**src/rtl/snes_pkg.sv**
```systemverilog
// Shared types and constants for the SNES pad reader: frame FSM states and button bit positions.
// Button indices match the order the pad shifts them out, first bit first.
package snes_pkg;

    typedef enum logic [2:0] {
        IDLE,
        LATCH,
        LOW,
        HIGH,
        DONE
    } state_t;

    localparam int NUM_BUTTONS = 12;
    localparam int FRAME_BITS  = 16;

    localparam int BTN_B      = 0;
    localparam int BTN_Y      = 1;
    localparam int BTN_SELECT = 2;
    localparam int BTN_START  = 3;
    localparam int BTN_UP     = 4;
    localparam int BTN_DOWN   = 5;
    localparam int BTN_LEFT   = 6;
    localparam int BTN_RIGHT  = 7;
    localparam int BTN_A      = 8;
    localparam int BTN_X      = 9;
    localparam int BTN_L      = 10;
    localparam int BTN_R      = 11;

endpackage

```
**src/rtl/snes_controller_reader_sync.sv**
```systemverilog
// Two-flop synchronizer for one asynchronous bit; 2-cycle latency, no backpressure.
// Resets to 1 so an undriven (pulled-up) pad line reads as "not pressed" from the start.
module sync_2ff (
    input  logic clk,
    input  logic rst,
    input  logic d,
    output logic q
);

    logic meta;

    always_ff @(posedge clk) begin
        if (rst) begin
            meta <= 1'b1;
            q    <= 1'b1;
        end else begin
            meta <= d;
            q    <= meta;
        end
    end

endmodule

```
**src/rtl/snes_controller_reader.sv**
```systemverilog
// Polls a serial SNES pad each poll period; frame takes 34*CLK_DIV+1 cycles, valid/fault pulse one cycle after DONE.
// No backpressure: buttons is a level output refreshed only by good frames.
module snes_controller_reader
    import snes_pkg::*;
#(
    parameter int CLK_DIV     = 60,
    parameter int POLL_PERIOD = 166_667
) (
    input  logic                   clk,
    input  logic                   rst,
    input  logic                   pad_data,
    output logic                   pad_latch,
    output logic                   pad_clk,
    output logic [0:NUM_BUTTONS-1] buttons,
    output logic                   valid,
    output logic                   fault
);

    localparam int PH_W  = $clog2(2 * CLK_DIV);
    localparam int PC_W  = (POLL_PERIOD > 1) ? $clog2(POLL_PERIOD) : 1;
    localparam int IDX_W = $clog2(FRAME_BITS);

    localparam logic [PH_W-1:0]  PH_T_LAST     = PH_W'(CLK_DIV - 1);
    localparam logic [PH_W-1:0]  PH_LATCH_LAST = PH_W'(2 * CLK_DIV - 1);
    localparam logic [PC_W-1:0]  POLL_LAST     = PC_W'(POLL_PERIOD - 1);
    localparam logic [IDX_W-1:0] IDX_LAST      = IDX_W'(FRAME_BITS - 1);

    state_t                  state;
    state_t                  state_next;
    logic [PH_W-1:0]         phase;
    logic [PC_W-1:0]         poll_cnt;
    logic [IDX_W-1:0]        idx;
    logic [0:FRAME_BITS-1]   shift;
    logic                    data_sync;
    logic                    frame_good;

    sync_2ff u_sync (
        .clk (clk),
        .rst (rst),
        .d   (pad_data),
        .q   (data_sync)
    );

    // Bits past the 12 real buttons are always released on a genuine pad.
    assign frame_good = &shift[NUM_BUTTONS:FRAME_BITS-1];

    always_comb begin
        state_next = state;
        case (state)
            IDLE:  if (poll_cnt == POLL_LAST)     state_next = LATCH;
            LATCH: if (phase == PH_LATCH_LAST)    state_next = LOW;
            LOW:   if (phase == PH_T_LAST)        state_next = HIGH;
            HIGH:  if (phase == PH_T_LAST)        state_next = (idx == IDX_LAST) ? DONE : LOW;
            DONE:                                 state_next = IDLE;
            default:                              state_next = IDLE;
        endcase
    end

    always_ff @(posedge clk) begin
        if (rst) begin
            state     <= IDLE;
            phase     <= '0;
            poll_cnt  <= '0;
            idx       <= '0;
            shift     <= '1;
            pad_latch <= 1'b0;
            pad_clk   <= 1'b1;
            buttons   <= '0;
            valid     <= 1'b0;
            fault     <= 1'b0;
        end else begin
            state <= state_next;

            if (state == IDLE || state_next != state) begin
                phase <= '0;
            end else begin
                phase <= phase + PH_W'(1);
            end

            if (state == IDLE && poll_cnt != POLL_LAST) begin
                poll_cnt <= poll_cnt + PC_W'(1);
            end else begin
                poll_cnt <= '0;
            end

            if (state == LATCH) begin
                idx <= '0;
            end else if (state == HIGH && state_next == LOW) begin
                idx <= idx + IDX_W'(1);
            end

            // Sample at the end of the low phase, when the bit has been stable longest.
            if (state == LOW && phase == PH_T_LAST) begin
                shift[idx] <= data_sync;
            end

            // Pad lines are registered from the next state so they align with the FSM.
            pad_latch <= (state_next == LATCH);
            pad_clk   <= (state_next != LOW);

            valid <= (state == DONE) && frame_good;
            fault <= (state == DONE) && !frame_good;
            if (state == DONE && frame_good) begin
                buttons <= ~shift[0:NUM_BUTTONS-1];
            end
        end
    end

endmodule

```
**config.mk**
```make
export PLATFORM = sky130hd
export DESIGN_NAME = snes_controller_reader
export DESIGN_NICKNAME = d
export VERILOG_FILES = /design/src/rtl/snes_pkg.sv /design/src/rtl/snes_controller_reader_sync.sv /design/src/rtl/snes_controller_reader.sv
export SDC_FILE = /design/constraint.sdc
export NUM_CORES = 1
export LEC_CHECK = 0
export ABC_AREA = 0
export BUFFER_PORTS_ARGS = -buffer_cell sky130_fd_sc_hd__buf_2
export CORE_AREA = 3 3 75 77
export CTS_BUF_LIST = sky130_fd_sc_hd__clkbuf_8 sky130_fd_sc_hd__clkbuf_16
export DETAILED_ROUTE_END_ITERATION = 8
export DIE_AREA = 0 0 78 80
export PLACE_DENSITY_LB_ADDON = 0.05
export SLEW_MARGIN = 30
export SYNTH_ARGS = -nofsm -noshare
export SYNTH_HDL_FRONTEND = slang
export SYNTH_SLANG_ARGS = --single-unit
```
**constraint.sdc**
```tcl
create_clock -name clk -period 2.27 [get_ports clk]
set_input_delay 0.227 -clock clk [delete_from_list [all_inputs] [get_ports clk]]
set_output_delay 0.227 -clock clk [all_outputs]
set_load 0.1 [all_outputs]
```
## Yosys cells after proc, flatten, opt, wreduce, memory -nomap -nowiden

Index checks and enable logic that the tools add are counted.

- Register bits after elaboration: 66
- Bits of input ports: 3
- Output and inout bits: 16
- Word-level logic and storage cells: 55

- $add $sub $neg: 3
- Order comparisons: 2
- Equality and inequality tests: 13
- Muxes and demuxes: 9
- Bitwise gates (word level): 3
- Reduce and logical (&&, ||, !) cells: 13

Operators by type and width:

| operator | number |
|---|---|
| $add A18 B1 Y18 const B | 1 |
| $eq A18 B18 Y1 const B | 1 |
| $ne A18 B18 Y1 const B | 1 |
| $bwmux W16 | 1 |
| $mux W3 | 5 |
| $not A12 Y12 | 1 |
| $pmux W3 S4 | 1 |
| $eq A3 B2 Y1 const B | 3 |
| $add A7 B1 Y7 const B | 1 |
| $eq A7 B6 Y1 const B | 1 |
| $eq A7 B7 Y1 const B | 1 |
| $eq A3 B1 Y1 const B | 2 |
| $logic_and A1 B1 Y1 | 6 |
| $reduce_or A2 Y1 | 3 |
| $ge A5 B5 Y1 const B | 1 |
| $lt A5 B1 Y1 const B | 1 |
| $not A4 Y5 | 1 |
| $add A4 B1 Y4 const B | 1 |
| $demux W1 S4 | 1 |
| $eq A4 B4 Y1 const B | 1 |
| $reduce_and A4 Y1 | 1 |
| $eq A3 B3 Y1 const B | 1 |
| $logic_not A3 Y1 | 1 |
| $ne A3 B2 Y1 const B | 1 |
| other kinds (5) | 5 |

## Logic depth before layout (Yosys ltp)

Gate-level depths: netlist (run 1).

- Depth after elaboration: 7
- Gate-level depth with buffers: 7
- Mapped depth without buffers: 6

## Modules after synthesis

A second synthesis (run 1) with hierarchy kept.

- Cell total of the unflattened synthesis: 315
- Area, all modules: 2981.6 um^2

Modules (own cells, without submodules):

| module | times used | cells an instance | area an instance (um^2) | sequential area each (um^2) |
|---|---|---|---|---|
| snes_controller_reader | 1 | 311 | 2929.1 | 1281.2 |
| sync_2ff | 1 | 4 | 52.6 | 40.0 |

## Worst setup path after synthesis (run 1)

No wires, ideal clock.

- Path type: flip-flop to flip-flop
- Start point: register phase[0]
- End point: register shift[11] (netlist name)
- Arrival time: 1600 ps
- Required time: 2148 ps
- Setup slack: 548 ps
- Stages on the path, launching flop included: 7
- Path buffers: 1
- Period minus slack after synthesis: 1722 ps
- Path through: dfxtp_1 -> ha_1 -> and3_1 -> clkbuf_1 -> nand3_1 -> o21a_1 -> a311o_1

- Cells in the longest elaborated chain, start to end: 2

RTL lines:

| what | line | RTL |
|---|---|---|
| start, declared | snes_controller_reader.sv:30 | `logic [PH_W-1:0] phase;` |
| start signal, assigned | snes_controller_reader.sv:77 | `phase <= phase + PH_W'(1);` |
| $eq A7 B6 Y1 | snes_controller_reader.sv:93 | `if (state == LOW && phase == PH_T_LAST) begin` |
| $logic_and A1 B1 Y1 | snes_controller_reader.sv:93 |  |
| end signal, assigned by index | snes_controller_reader.sv:94 | `shift[idx] <= data_sync;` |
| end, declared | snes_controller_reader.sv:33 | `logic [0:FRAME_BITS-1] shift;` |

No other way between the ends.
A chain may end at the register's enable or synchronous reset.

## Final worst setup path (run 1)

Same ends and word-level chain as after synthesis.

==> results.json, run 1 <==
{
  "drive_gt1_share_pct": 15.0,
  "finalSetupViolCount": 0,
  "finalCritPeriodShare_pct": 82.5,
  "ios": 19,
  "ys_ff_latch": 66,
  "reg2reg_from": "phase[0]",
  "post-route-util_pct": 64.8,
  "antennaDiodeCount": 0,
  "clk_path_buf_depth": 2,
  "tns_ns": 0,
  "fmax_mhz": 534,
  "num_rows": 26,
  "nets": 351,
  "layout.area.seq_um2": 1320,
  "hold_buffers": 0,
  "cts-htree-levels": 3,
  "portBuffers": 18,
  "yosysUniqueCellTypes": 52,
  "drv_slew": 0,
  "viasPerCell": 5.53,
  "antenna_found_initial": 0,
  "ir_drop_mv": 0.383,
  "clk_pin_slew_worst_paths_ns": 0.07,
  "synthesis.nets": 332,
  "holdWs_ns": 0.0715,
  "synthFlopType": "dfxtp_1",
  "synth_area_per_cell_um2": 9.01,
  "clock_latency_ns": 0.33,
  "synth_edf_count": 0,
  "clockRootBuffer": "clkbuf_8",
  "fp.dieW_um": 78,
  "overflow": 0,
  "tightest_slew_ns": 0.638,
  "grtUsageTotal_pct": 19.2,
  "grt_max_degree": 35,
  "die_y_um": 80,
  "crit_start": "phase[0]",
  "dr.pass1.iters": 4,
  "worst_setup_path_end_kind": "flop",
  "vias": 2299,
  "grt_first_pass_wirelength_um": 9600,
  "clkSinkCount": 66,
  "cts_resized": 0,
  "cts_buffers": 9,
  "netlist_area_um2": 2900,
  "dp_hpwl_um": 3860,
  "start_util_pct": 57.2,
  "crit_fanout": 15,
  "skew_ns": 0.00918,
  "nFillCells": 465,
  "multi_input_area_um2": 1480,
  "power_leakage_nw": 1.17,
  "period_minus_slack_ns": 1.87,
  "slew_headroom_pct": 56.8,
  "wl_per_cell_um": 13.1,
  "gp_congestion": 0.858,
  "cts_tree": "done",
  "drt-total-wl_um": 5450,
  "max-cap-violations": 0,
  "power_density_nw_per_um2": 669,
  "ant_nets": 0,
  "cp.required_ns": 2.49,
  "grt_pass1_vias": 2138,
  "status": "complete, no violations",
  "async_reset_ff_share_pct": 0,
  "drc": 0,
  "cp_data_arrival_time_ns": 2.10,
  "critPathLaunchType": "flop",
  "cts_setup_buffers": 0,
  "netlist_instances": 322,
  "drt_iter0_drc": 155,
  "holdCritPathClass": "in2reg",
  "critPathKind": "reg2reg",
  "ys_warn_count": 0,
  "hp-start": "pad_data",
  "area_growth_pct": 13.4,
  "die_area_um2": 6240,
  "coreArea_um2": 5070,
  "hold_viol": 0,
  "ys_seq_area_share_pct": 45.5,
  "grt_setup_unrepaired": "no"
}
-- flip-flops by register name, summed over array words and instances, names as in the netlist --
register,count
valid,1
u_sync.meta,1
fault,1
shift,16
phase,7
idx,4
state,3
u_sync.q,1
poll_cnt,18
pad_latch,1
buttons,12
pad_clk,1
-- metal layers --
layer	routed length [µm]	track usage (%)	vias up
met5	0	0	-
met4	120	9.79	0
met3	243	4.29	12
met2	2340	29.3	55
met1	2740	25.5	1040
li1	-	-	1192
-- cells in the mapped netlist, types with 8 or more instances --
cell type / n / area (µm²)
dfxtp_1: 66 / 1320
nor2_1: 49 / 184
nand2_1: 18 / 67.6
clkbuf_1: 15 / 56.3
nand4_1: 15 / 93.8
nand3_1: 13 / 65.1
xnor2_1: 13 / 114
a211o_1: 8 / 70.1
a21oi_1: 8 / 40.0
inv_1: 8 / 30.0
xor2_1: 8 / 70.1
-- critical path, stage by stage (launching register included) --
cell     delay [ns]
dfxtp_1        0.36
ha_1           0.20
and3_1         0.32
buf_4          0.26
nand3_1        0.12
o21a_1         0.20
a311o_1        0.30
-- metrics by stage --
step	total power, mW	instances	area, µm²	setup slack [ns]
final	2.20	416	3290	0.396
after CTS	2.22	416	3290	0.402
after global routing	2.28	416	3290	0.255
after floorplan	1.23	322	2900	0.548
after detailed placement	1.24	400	3090	0.402
after global placement	1.24	400	3090	0.461
-- placed cells by master (no fill, tap or decap), types with 5 or more instances in the layout --
master,n
buf_4,7
a211o_1,8
a211oi_1,7
nand2_1,18
a31oi_1,5
nand4_1,15
a21oi_1,8
xnor2_1,13
dfxtp_1,66
clkbuf_8,11
inv_1,8
nor3_1,7
nand3_1,13
nand2b_1,7
o21ai_0,5
nor4_1,6
nor2_1,49
ha_1,7
xor2_1,8
buf_2,18
-- logic make-up (layout without fill, tap and decap cells) --
kind of cell	count (synthesis)	in the layout	share of synthesized area [%]
muxes	2	2	0.733
and+or+nand+nor	147	147	27.9
AOI/OAI and AO/OA	52	52	12.9
buffers and inverters	27	51	3.62
xor gates and xnor gates	21	21	6.34
adders and majority gates	7	7	3.02
DFF	66	66	45.5
-- power breakdown --
| group | internal, mW | total [mW] | switching (mW) | leakage [nW] |
|---|---|---|---|---|
| combinational | 0.0129 | 0.0408 | 0.0278 | 0.535 |
| clock | 0.561 | 0.990 | 0.429 | 0.105 |
| sequential | 1.16 | 1.17 | 0.00661 | 0.533 |
-- final timing paths --
kind	endpoint	slack (ns)	cells past startpoint
max	shift[11]	0.40	6
min	u_sync.meta	0.07	2
max reg2reg	shift[11]	0.40	6
min reg2reg	u_sync.q	0.42	1
-- cell type report --
type | count | share of cell area, %
Clock inverter | 5 | 1.60
Sequential cell | 66 | 40.2
Inverter | 9 | 1.03
Multi-Input combinational cell | 229 | 45.0
Clock buffer | 11 | 4.60
Tap cell | 70 | 2.66
Timing Repair Buffer | 26 | 4.94
No activity file was read; power rests on OpenSTA's default activity.
==> run 2, diff against run 1 <==
--- a/config.mk
+++ b/config.mk
@@ -5,12 +5,12 @@
 export SDC_FILE = /design/constraint.sdc
 export NUM_CORES = 1
 export LEC_CHECK = 0
-export ABC_AREA = 0
+export ABC_AREA = 1
 export BUFFER_PORTS_ARGS = -buffer_cell sky130_fd_sc_hd__buf_2
-export CORE_AREA = 3 3 75 77
+export CORE_AREA = 3 3 74 76
 export CTS_BUF_LIST = sky130_fd_sc_hd__clkbuf_8 sky130_fd_sc_hd__clkbuf_16
 export DETAILED_ROUTE_END_ITERATION = 8
-export DIE_AREA = 0 0 78 80
+export DIE_AREA = 0 0 77 79
 export PLACE_DENSITY_LB_ADDON = 0.05
 export SLEW_MARGIN = 30
 export SYNTH_ARGS = -nofsm -noshare
==> constraint.sdc (replaced) <==
create_clock -name clk -period 1.8 [get_ports clk]
set_input_delay 0.18 -clock clk [delete_from_list [all_inputs] [get_ports clk]]
set_output_delay 0.18 -clock clk [all_outputs]
set_load 0.1 [all_outputs]
==> run 2 against run 1 <==
  * Synthesized area shrank 1.1%
  * Clock-buffer cell count shrank 1
  * Highest routed layer unchanged
  * Critical endpoint is now shift[1]
  * Routed wire length grew 6.8%
  * Total power grew 23%
  * Register-to-register slack lost 0.24 ns
  * Largest cell class unchanged
  * Critical path type unchanged
  * Sequential share of layout area grew 0.42 points
  * Die area shrank 2.5%
  * Largest power group unchanged
  * Combinational power grew 5%
  * Worst setup slack lost 0.24 ns
==> results.json, run 2 <==
{
  "yosysTopAreaCell": "dfxtp_1",
  "synth_edf_count": 0,
  "power.switching_uw": 576,
  "power_density_nw_per_um2": 832,
  "cp_data_arrival_time_ns": 1.93,
  "max-cap-violations": 0,
  "netlist.area_leader.share_pct": 46.0,
  "clockRootBuffer": "clkbuf_8",
  "critPathLaunchType": "flop",
  "area_growth_pct": 13.6,
  "dr.pass1.iters": 4,
  "ios": 19,
  "cts_buffers": 9,
  "cts-htree-levels": 3,
  "seqPwrFrac_pct": 54.5,
  "synth_area_per_cell_um2": 7.61,
  "grtUsageTotal_pct": 21.1,
  "vias": 2463,
  "netlist_instances": 377,
  "period_minus_slack_ns": 1.65,
  "gp_congestion": 0.864,
  "combPwrFrac_pct": 1.6,
  "cts_tree": "done",
  "synthFlopType": "dfxtp_1",
  "synthSimpleGateAreaFrac_pct": 29.9,
  "crit_fanout": 6,
  "p_clk_share_pct": 43.9,
  "largest_reg_flops": 18,
  "synthesis.nets": 387,
  "die_y_um": 79,
  "finalCritPeriodShare_pct": 91.6,
  "drive_gt1_share_pct": 14.7,
  "netlist_area_um2": 2870,
  "synth_compound_area_share_pct": 9.90,
  "clock_latency_ns": 0.34,
  "placed_area_um2": 3050,
  "coreArea_um2": 4790,
  "final_common_cell": "dfxtp_1",
  "status": "complete, no violations",
  "drc": 0,
  "final_area_um2": 3260,
  "num_rows": 25,
  "drt-total-wl_um": 5820,
  "viasPerCell": 5.20,
  "hold_buffers": 0,
  "ys_warn_count": 0,
  "overflow": 0,
  "top_register": "poll_cnt",
  "clk_path_buf_depth": 2,
  "synth_top_family_by_area": "simple AND/OR/NAND/NOR gates",
  "cts_setup_buffers": 0,
  "slew_headroom_pct": 63.7,
  "grt_pass1_vias": 2295,
  "clk_pin_slew_worst_paths_ns": 0.07,
  "holdCritPathClass": "in2reg",
  "critPathKind": "reg2reg",
  "drv_slew": 0,
  "tightest_slew_ns": 0.544,
  "portBuffers": 18,
  "wl_per_cell_um": 12.3,
  "synth_fa_ha_area_share_pct": 3.05,
  "skew_ns": 0.00563,
  "start_util_pct": 60.0,
  "dp_hpwl_um": 4190,
  "grt_setup_unrepaired": "no",
  "synthMuxAreaShare_pct": 0,
  "clkSinkCount": 66,
  "nFillCells": 435,
  "synth_most_common_cell": "dfxtp_1",
  "largest_registers": "poll_cnt x18, shift x16, buttons x12",
  "switching_share_pct": 21.2,
  "fp.dieW_um": 77,
  "hold_viol": 0,
  "synth_area_leaders": "dfxtp_1 (46%), nand3_1 (7.7%), nand2_1 (6.4%)",
  "mostFrequentLayoutCells": "dfxtp_1 (65), nand2_1 (49), nor2_1 (47)",
  "ant_nets": 0,
  "yosysUniqueCellTypes": 29,
  "nets": 413,
  "die_area_um2": 6080,
  "antenna_found_initial": 0,
  "fmax_mhz": 607,
  "ys_seq_area_share_pct": 46.0,
  "synth_xor_area_share_pct": 3.66,
  "drt_iter0_drc": 153,
  "ir_drop_mv": 0.515,
  "tns_ns": 0,
  "antennaDiodeCount": 0,
  "netlist_top_cells_count": "dfxtp_1 (66), nand2_1 (49), nor2_1 (48)",
  "async_reset_ff_share_pct": 0,
  "grt_first_pass_wirelength_um": 10200,
  "worst_setup_path_end_kind": "flop",
  "ys_ff_latch": 66,
  "cp.required_ns": 2.09,
  "intPower_mw": 2.14,
  "finalSetupViolCount": 0,
  "power_leakage_nw": 1.36,
  "grt_max_degree": 31,
  "holdWs_ns": 0.0204
}
==> run 2: through the flow <==
step | power, mW | cells | utilization [%] | setup WS (ns)
after floorplan | 1.54 | 377 | - | 0.360
after detailed placement | 1.55 | 459 | 63.6 | 0.134
after global routing | 2.79 | 474 | 68.1 | 0.00140
after CTS | 2.74 | 474 | 67.5 | 0.114
final | 2.71 | 474 | 68.1 | 0.152
after global placement | 1.55 | 459 | 63.6 | 0.176
==> run 2: cells by family after synthesis <==
logic type / count (synthesis)
AOI/OAI and AO/OA: 54
adders and majority gates: 7
xor gates and xnor gates: 12
DFF: 66
and+or+nand+nor: 183
buffers and inverters: 55
==> run 2: critical path, stage by stage, from the launching register on <==
cell,delay (ns)
dfxtp_1,0.40
ha_4,0.18
nand3_2,0.09
nor2_2,0.16
nand2_2,0.11
inv_1,0.15
nand2_1,0.15
inv_1,0.15
nand3_1,0.09
nand3_1,0.11
==> run 2: final timing paths <==
check | cells after the start | slack [ns] | to | from
hold / removal | 2 | 0.02 | u_sync.meta | pad_data
hold reg to reg | 1 | 0.42 | u_sync.q | u_sync.meta
setup / recovery | 9 | 0.15 | shift[1] | phase[0]
setup reg to reg | 9 | 0.15 | shift[1] | phase[0]
==> run 2: final cells by class <==
type / instances / area, µm² / share of cell area, %
clock inverter: 5 / 47.5 / 1.46
sequential: 66 / 1320 / 40.6
inverter: 47 / 176 / 5.41
multi-input combinational: 256 / 1360 / 41.8
tap: 67 / 83.8 / 2.57
timing repair buffer: 23 / 128 / 3.92
clock buffer: 10 / 138 / 4.22
==> run 2: power groups by stage <==
stage / clock [mW] / combinational, mW / sequential, mW
3_5_place_dp: 0 / 0.0425 / 1.51
5_1_grt: 1.26 / 0.0491 / 1.48
3_3_place_gp: 0 / 0.0431 / 1.51
2_1_floorplan: 0 / 0.0336 / 1.51
6_report: 1.19 / 0.0428 / 1.48
4_1_cts: 1.21 / 0.0431 / 1.48
==> run 2: metal layers <==
metal  track usage (%)  wire length [µm]  part of all wire [%]  up-vias
met2              32.1              2500                    43       53
met5                 0                 0                     0        -
met3              3.74               218                   3.7       12
met4              13.3               159                   2.7        0
li1                  -                 -                     -     1286
met1              27.9              2940                    50     1112
==> run 2: timing repair <==
| item | CTS | global route |
|---|---|---|
| endpoints found under the hold margin | 0 | 0 |
| gates resized for setup | 0 | 6 |
| setup endpoints to repair | 0 | 22 |
==> run 3, diff against run 2 <==
--- a/config.mk
+++ b/config.mk
@@ -5,12 +5,11 @@
 export SDC_FILE = /design/constraint.sdc
 export NUM_CORES = 1
 export LEC_CHECK = 0
-export ABC_AREA = 1
 export BUFFER_PORTS_ARGS = -buffer_cell sky130_fd_sc_hd__buf_2
-export CORE_AREA = 3 3 74 76
+export CORE_AREA = 3 3 75 77
 export CTS_BUF_LIST = sky130_fd_sc_hd__clkbuf_8 sky130_fd_sc_hd__clkbuf_16
 export DETAILED_ROUTE_END_ITERATION = 8
-export DIE_AREA = 0 0 77 79
+export DIE_AREA = 0 0 78 80
 export PLACE_DENSITY_LB_ADDON = 0.05
 export SLEW_MARGIN = 30
 export SYNTH_ARGS = -nofsm -noshare
==> constraint.sdc (replaced) <==
create_clock -name clk -period 1.8 [get_ports clk]
set_input_delay 0.18 -clock clk [delete_from_list [all_inputs] [get_ports clk]]
set_output_delay 0.18 -clock clk [all_outputs]
set_load 0.02 [all_outputs]
==> run 3 against run 2 <==
  * Clock skew grew 0.0035 ns
  * Utilization shrank 1.7 points
  * Die area up 2.6%
  * Routed wire length decreased by 2.3%
  * Final area grew 3.4%
  * Worst setup slack lost 0.073 ns
  * Via count shrank 4.9%
  * Combinational power rose by 34%
  * Register-to-register slack lost 0.07 ns
  * Global-route usage shrank 0.95 points
  * Clock power barely moved
  * Largest power group unchanged
==> results.json, run 3 (synthesis gave the netlist of run 1 again) <==
{
  "slew_headroom_pct": 67.1,
  "worst_setup_path_end_kind": "flop",
  "area_growth_pct": 16.1,
  "clkSinkCount": 66,
  "hold_viol": 0,
  "dp_hpwl_um": 3990,
  "post-route-util_pct": 66.4,
  "drt-total-wl_um": 5690,
  "reg2reg_from": "poll_cnt[7]",
  "wl_per_cell_um": 13.4,
  "crit_slowest_cell": "or4_4",
  "antenna_found_initial": 0,
  "mostFrequentLayoutCells": "dfxtp_1 (66), nor2_1 (49), nand2_1 (18), buf_2 (18), buf_4 (18)",
  "dr.pass1.iters": 4,
  "grt_first_pass_wirelength_um": 9930,
  "holdCritPathClass": "in2reg",
  "grtUsageTotal_pct": 20.2,
  "die_area_um2": 6240,
  "final_common_cell": "dfxtp_1",
  "antennaDiodeCount": 0,
  "top_register": "poll_cnt",
  "max-cap-violations": 0,
  "hold_buffers": 0,
  "drt_iter0_drc": 170,
  "viasPerCell": 5.51,
  "overflow": 0,
  "drv_slew": 0,
  "coreArea_um2": 5070,
  "finalCritPeriodShare_pct": 95.6,
  "ff2ff_path_depth": 4,
  "clk_pin_slew_worst_paths_ns": 0.07,
  "timing.critical_path.to": "poll_cnt[17]",
  "grt_max_degree": 34,
  "critPathLaunchType": "flop",
  "largest_reg_flops": 18,
  "grt_setup_unrepaired": "no",
  "crit_fanout": 5,
  "gp_congestion": 0.813,
  "power_density_nw_per_um2": 819,
  "tns_ns": 0,
  "finalSetupViolCount": 0,
  "period_minus_slack_ns": 1.72,
  "vias": 2342,
  "num_rows": 26,
  "drc": 0,
  "start_util_pct": 57.2,
  "die_y_um": 80,
  "nets": 362,
  "power_leakage_nw": 1.22,
  "status": "complete, no violations",
  "min_path_cells": 2,
  "portBuffers": 18,
  "slowest_delay_ns": 0.56,
  "skew_ns": 0.00910,
  "drive_gt1_share_pct": 17.7,
  "ir_drop_mv": 0.677,
  "cts_tree": "done",
  "cts_setup_buffers": 0,
  "p_total_mw": 2.76,
  "ios": 19,
  "ant_nets": 0,
  "cts-htree-levels": 3,
  "critPathKind": "reg2reg",
  "reg2reg_slack_ns": 0.08,
  "clockRootBuffer": "clkbuf_8",
  "cp_data_arrival_time_ns": 1.99,
  "nFillCells": 427,
  "clk_path_buf_depth": 2,
  "crit_start": "poll_cnt[7]",
  "largest_registers": "poll_cnt x18, shift x16, buttons x12",
  "clock_latency_ns": 0.33,
  "reg2reg_to": "poll_cnt[17]",
  "cp.required_ns": 2.07,
  "grt_pass1_vias": 2134,
  "cts_buffers": 9,
  "path_cells": "nand3_1 -> or4_4 -> or3_1 -> a21oi_2",
  "fmax_mhz": 581,
  "tightest_slew_ns": 0.487,
  "fp.dieW_um": 78
}
==> run 3: cell count changes in the layout (fill, tap and decap cells not counted), moves of 5 or more <==
cell,delta
a21oi_1,-14
nor3_1,-5
o21ai_0,-21
buf_4,+13
nand2_1,-31
nor2_2,-5
a211o_1,+8
xnor2_1,+10
a211oi_1,+7
nand3_1,-31
inv_1,-38
nand4_1,+5
nand2b_1,+7
nor4_1,+6
==> run 3: repair_timing <==
item | CTS | global route
setup endpoints to repair | 0 | 15
endpoints found under the hold margin | 0 | 0
resized for setup | 0 | 3
==> run 3: worst min path at each step <==
stage                   from     endpoint  slack [ns]
floorplan           pad_data  u_sync.meta        0.28
global placement    pad_data  u_sync.meta        0.36
detailed placement  pad_data  u_sync.meta        0.37
CTS                 pad_data  u_sync.meta        0.02
global route        pad_data  u_sync.meta        0.03
finish              pad_data  u_sync.meta        0.03
==> run 3: worst max-delay path: cells and delay by family, from the launching register on <==
kind | cells | cell delay (ns)
AO/OA/AOI/OAI | 1 | 0.13
AND/OR/NAND/NOR | 3 | 1.11
flip-flops | 1 | 0.42
==> run 3: report_power, final <==
group / leakage [nW] / total, mW / internal (mW) / switching [mW]
Combinational: 0.589 / 0.0575 / 0.0206 / 0.0369
Sequential: 0.533 / 1.48 / 1.47 / 0.00874
Clock: 0.101 / 1.22 / 0.695 / 0.529
==> run 3: metrics by stage <==
step / instances / hold slack, ns / setup WS [ns] / area [µm²]
after floorplan: 322 / 0.284 / 0.0776 / 2900
after global placement: 411 / 0.365 / 0.146 / 3170
after detailed placement: 411 / 0.366 / 0.100 / 3170
after CTS: 425 / 0.0190 / 0.0922 / 3360
after global routing: 425 / 0.0271 / 0.00749 / 3370
final: 425 / 0.0258 / 0.0792 / 3370
==> run 3: cell type report <==
type	instances	area, µm²	share of cell area [%]
Clock buffer	11	151	4.49
Clock inverter	3	40.0	1.19
Inverter	9	33.8	1.00
Multi-Input combinational cell	229	1490	44.2
Sequential cell	66	1320	39.2
Tap cell	70	87.6	2.60
Timing Repair Buffer	37	245	7.28
==> run 3: per-layer routing <==
metal	track usage [%]	vias up	share of wire (%)
met5	0	-	0
met4	10.5	0	1.9
met3	4.18	8	4.6
met2	29.8	57	43
met1	27.7	1067	51
li1	-	1210	-
